## config.mk

```make
export PLATFORM = sky130hd
export DESIGN_NAME = seq_mul_32bit
export DESIGN_NICKNAME = d
export VERILOG_FILES = /design/src/rtl/seq_mul_32bit.sv
export SDC_FILE = /design/constraint.sdc
export NUM_CORES = 1
export LEC_CHECK = 0
export ABC_AREA = 1
export CAP_MARGIN = 10
export CORE_MARGIN = 2
export CORE_UTILIZATION = 57
export CTS_BUF_LIST = sky130_fd_sc_hd__clkbuf_16
export DETAILED_ROUTE_END_ITERATION = 16
export PLACE_DENSITY = 0.93
export SLEW_MARGIN = 40
export SYNTH_ARGS = -nofsm -noshare
export SYNTH_HDL_FRONTEND = slang
export SYNTH_SLANG_ARGS = --single-unit
```

## constraint.sdc

```tcl
create_clock -name clk -period 7.25 [get_ports clk]
set_clock_uncertainty 0.1 [all_clocks]
set_input_delay 1.0875 -clock clk [delete_from_list [all_inputs] [get_ports clk]]
set_output_delay 1.0875 -clock clk [all_outputs]
set_load 0.1 [all_outputs]
```

## src/rtl/seq_mul_32bit.sv

```systemverilog
// Unsigned 32x32 -> 64-bit shift-and-add multiplier with start/done handshake.
// One shared 32-bit carry-lookahead adder adds the multiplicand into the high partial-product word.

module cla_32bit (
    input  logic [31:0] i_a,
    input  logic [31:0] i_b,
    input  logic        i_ci,
    output logic [31:0] o_sum,
    output logic        o_co
);
    logic [31:0] w_g;
    logic [31:0] w_p;
    logic [32:0] w_c;

    assign w_g    = i_a & i_b;
    assign w_p    = i_a ^ i_b;
    assign w_c[0] = i_ci;

    // Full lookahead inside each 4-bit group; group carries chain between groups.
    for (genvar grp = 0; grp < 8; grp++) begin : g_group
        localparam int B = grp * 4;
        logic w_groupG;
        logic w_groupP;

        assign w_c[B+1] = w_g[B] | (w_p[B] & w_c[B]);
        assign w_c[B+2] = w_g[B+1] | (w_p[B+1] & w_g[B])
                        | (w_p[B+1] & w_p[B] & w_c[B]);
        assign w_c[B+3] = w_g[B+2] | (w_p[B+2] & w_g[B+1])
                        | (w_p[B+2] & w_p[B+1] & w_g[B])
                        | (w_p[B+2] & w_p[B+1] & w_p[B] & w_c[B]);

        assign w_groupG = w_g[B+3] | (w_p[B+3] & w_g[B+2])
                        | (w_p[B+3] & w_p[B+2] & w_g[B+1])
                        | (w_p[B+3] & w_p[B+2] & w_p[B+1] & w_g[B]);
        assign w_groupP = &w_p[B+3:B];

        assign w_c[B+4] = w_groupG | (w_groupP & w_c[B]);
    end

    assign o_sum = w_p ^ w_c[31:0];
    assign o_co  = w_c[32];
endmodule

module seq_mul_32bit #(
    parameter int WIDTH = 32
) (
    input  logic                 clk,
    input  logic                 rst,
    input  logic                 start,
    input  logic [WIDTH-1:0]     a,
    input  logic [WIDTH-1:0]     b,
    output logic                 busy,
    output logic                 done,
    output logic [2*WIDTH-1:0]   product
);
    typedef enum logic [1:0] {
        S_IDLE,
        S_CALC,
        S_DONE
    } state_t;

    localparam int CW = $clog2(WIDTH);
    localparam logic [CW-1:0] LAST_ITER = CW'(WIDTH - 1);

    state_t             r_state;
    logic [CW-1:0]      r_cnt;
    logic [WIDTH-1:0]   r_mcand;
    logic [2*WIDTH-1:0] r_p;
    logic [2*WIDTH-1:0] r_product;
    logic               r_busy;
    logic               r_done;

    logic [WIDTH-1:0]   w_sum;
    logic               w_co;
    logic [2*WIDTH-1:0] w_pNext;

    cla_32bit u_cla (
        .i_a   (r_p[2*WIDTH-1:WIDTH]),
        .i_b   (r_mcand),
        .i_ci  (1'b0),
        .o_sum (w_sum),
        .o_co  (w_co)
    );

    // Add-then-shift: the adder carry becomes the new MSB, so nothing is lost.
    assign w_pNext = r_p[0] ? {w_co, w_sum, r_p[WIDTH-1:1]}
                            : {1'b0, r_p[2*WIDTH-1:WIDTH], r_p[WIDTH-1:1]};

    always_ff @(posedge clk) begin
        if (rst) begin
            r_state   <= S_IDLE;
            r_cnt     <= '0;
            r_mcand   <= '0;
            r_p       <= '0;
            r_product <= '0;
            r_busy    <= 1'b0;
            r_done    <= 1'b0;
        end else begin
            case (r_state)
                S_IDLE: begin
                    if (start) begin
                        r_mcand <= a;
                        r_p     <= {{WIDTH{1'b0}}, b};
                        r_cnt   <= '0;
                        r_busy  <= 1'b1;
                        r_state <= S_CALC;
                    end
                end
                S_CALC: begin
                    r_p   <= w_pNext;
                    r_cnt <= r_cnt + 1'b1;
                    if (r_cnt == LAST_ITER) begin
                        r_product <= w_pNext;
                        r_busy    <= 1'b0;
                        r_done    <= 1'b1;
                        r_state   <= S_DONE;
                    end
                end
                S_DONE: begin
                    r_done  <= 1'b0;
                    r_state <= S_IDLE;
                end
                default: begin
                    r_busy  <= 1'b0;
                    r_done  <= 1'b0;
                    r_state <= S_IDLE;
                end
            endcase
        end
    end

    assign busy    = r_busy;
    assign done    = r_done;
    assign product = r_product;
endmodule

```

==> impl_metrics.yaml <==
logic_synthesis:
  synth-async-reset-ratio: 0
  synth_ff_type: "dfxtp_1"
  synth_area_leaders: "dfxtp_1, nand2_1, o21ai_0"
  ys_ff_latch: 169
  synth_top_area_cell: "dfxtp_1"
  synth-edff-count: 0
  netlist.area_leader.share: 0.4405
  synth_cells: 1019
  yosys_warnings: 0
  syn_area_per_cell_um2: 7.538
  synth_cell_type_count: 41
  synth_seq_area_share: 0.4405
  synth_nets: 1128
  netlist_area_um2: 7681
finish:
  fin_area_um2: 9286
  layout.nets: 1227
  multi_input_area_um2: 3732
  n_fill_cell: 995
  drive_gt1_frac: 0.1247
  antenna_cells: 0
  area_growth_pct: 20.90
  regArea_um2: 3383
  fin_cells: 1307
timing:
  grt_setup_unrepaired: "no"
  period_needed_ns: 3.132
  slew_headroom: 0.4570
  setup_violations: 0
  post-route-period-util: 0.4320
  hold_violations: 0
  fmaxAchievable_mhz: 319.3
  report.final.slew_viol_count: 0
  setup_ws_ns: 4.118
  tightest_slew_ns: 0.8134
  tns_ns: 0
clocking:
  tritoncts: "done"
  cts.sinks: 169
  cts_root_buf: "clkbuf_16"
  cts_setup_buffers: 0
  numCtsBuffers: 17
  insertion_delay_ns: 0.44
  cts_hold_buf: 0
  cts-resized-gates: 0
  clkTransAtPathRegs_ns: 0.07
  cts_max_path_buffers: 2
  htree_num_levels: 4
grt:
  grt_pass1_wl_mm: 33.08
  antenna_found_initial: 0
  grt_pass1_vias: 7114
  grt_remaining_overflow: 0
  grt_start_max_net_pins: 89
  grt.total_usage: 0.2861
routing:
  drc: 0
  viasPerCell: 5.593
  wirelength_mm: 20.36
  antenna_left: 0
  vias: 7310
  initialDrtViolationCount: 752
  wl_per_cell_um: 15.57
  drt-pass1-iter-count: 8
placement:
  pre_cts_ws_ns: 3.664
  place.gp.congestion: 0.8913
  placed_cells: 1275
  dp_hpwl_mm: 12.48
  io_buffers: 132
  place_area_um2: 8717
floorplan:
  design.core.area_um2: 13190
  start_util: 0.5823
  die_h_um: 120.1
  ios: 133
  num_rows: 42
  die_x_um: 120.1
  die_area_um2: 14420
pwr:
  p_sw_uw: 571.2
  p_per_area_nw_per_um2: 226.4
  ir_worst_vdd_v: 0.0001734
  combPwrFrac: 0.110
  p_seq_frac: 0.469
  pwr-share-clk: 0.421
  p_sw_frac: 0.2717
  p_leak_uw: 0.004027
  p_int_uw: 1531
  power_uw: 2103
worst_setup_path:
  path_cells: "clkdlybuf4s50_1, nand3_1, buf_4, inv_4, nor2_4, buf_4, nand2_1, a221oi_1"
  worstSetupPathType: "in -> reg"
  critPathLaunchType: "input port"
  critPathCaptureType: "register"
  cp_data_arrival_time_ns: 3.38
  path_max_fanout: 59
  max_stage_delay_ns: 0.48
  slowest_stage: "buf_4"
  crit_top_cell: "buf_4"
  cp.required_ns: 7.50
worst_hold_path:
  hp-class: "reg -> reg"
run:
  maxCapViolCount: 0
run_status:
  status: "complete, no violations"
## registers in the layout, indices dropped and copies added (netlist names)
| signal | count |
|---|---|
| r_mcand | 32 |
| r_state | 2 |
| done | 1 |
| busy | 1 |
| r_p | 64 |
| r_cnt | 5 |
| product | 64 |
## metal layers
layer  GRT usage  part of all wire  routed length, µm
met1      0.3384              0.40               8093
met2      0.4886              0.50              10210
met3     0.06939             0.064               1306
met4      0.1324             0.037                749
met5           0                 0                  0
## final timing paths
kind,startpoint,to,slack (ns),depth (start not counted)
max,start,r_cnt[2],4.12,8
max reg2reg,r_state[1],r_p[1],4.12,10
min reg2reg,r_state[0],busy,0.35,1
min,r_state[0],busy,0.35,1
## area by class of cell
cell class,count,area share
clock inverters,15,0.01549
repair buffers,140,0.1126
well taps,176,0.02371
multi-input cells,702,0.4019
inverters,88,0.03611
flip-flops and latches,169,0.3643
clock buffers,17,0.04581
## power groups by stage
| stage | Sequential, µW | Clock [µW] | Combinational (µW) |
|---|---|---|---|
| floorplan | 1000 | 0 | 149 |
| CTS | 986 | 882 | 229 |
| global placement | 1000 | 0 | 218 |
| global route | 990 | 928 | 256 |
| finish | 987 | 884 | 232 |
| detailed placement | 1010 | 0 | 224 |
## cells by family after synthesis
| logic type | synth area share |
|---|---|
| and+or+nand+nor | 0.2412 |
| AOI/OAI and AO/OA | 0.1464 |
| DFF | 0.4405 |
| buffers and inverters | 0.07493 |
| adders and majority gates | 0.07623 |
| xor gates and xnor gates | 0.01938 |
| muxes | 0.001303 |
## cell usage in the layout, fill, tap and decap left out, drive strengths merged
cell | synthesis | layout
a211oi | 1 | 1
a21oi | 55 | 55
a221oi | 10 | 10
a31oi | 14 | 14
buf | 9 | 75
bufinv | 0 | 1
clkbuf | 51 | 17
clkdlybuf4s50 | 0 | 65
clkinv | 1 | 8
clkinvlp | 0 | 2
dfxtp | 169 | 169
fa | 8 | 8
ha | 34 | 34
inv | 87 | 92
mux2i | 1 | 1
nand2 | 236 | 236
nand3 | 87 | 87
nand3b | 1 | 1
nand4 | 2 | 2
nor2 | 95 | 95
nor3 | 2 | 2
o211ai | 1 | 1
o21a | 1 | 1
o21ai | 112 | 112
o21bai | 2 | 2
o221ai | 2 | 2
o22ai | 7 | 7
or2 | 14 | 14
xnor2 | 5 | 5
xor2 | 12 | 12
## critical path, delay by kind of cell
family | cells | cell delay [ns]
AO/OA/AOI/OAI | 1 | 0.26
buffers and inverters | 4 | 1.62
AND/OR/NAND/NOR | 3 | 0.39
## cells in the mapped netlist, types with 2 or more instances
master,number
nand4_1,2
o21ai_1,2
o21bai_1,2
xnor2_1,5
nand2_1,226
buf_1,3
a31oi_1,14
xor2_1,12
ha_1,34
buf_2,4
nand2_4,2
or2_2,10
inv_2,4
fa_1,8
a221oi_1,10
nand3_1,84
a21oi_1,52
nand2_2,8
or2_1,3
nor2_1,94
nor3_1,2
o22ai_1,7
o21ai_0,109
nand3_2,3
o221ai_1,2
inv_1,83
a21oi_2,3
dfxtp_1,169
clkbuf_1,50
## through the flow
step | util | hold slack, ns
after floorplan | - | 0.3062
after global placement | 0.6855 | 0.3232
after detailed placement | 0.6609 | 0.3319
after CTS | 0.7040 | 0.3548
after global routing | 0.7040 | 0.3741
final | 0.7040 | 0.3501
Note: power is estimated with default switching activity, not from simulation.
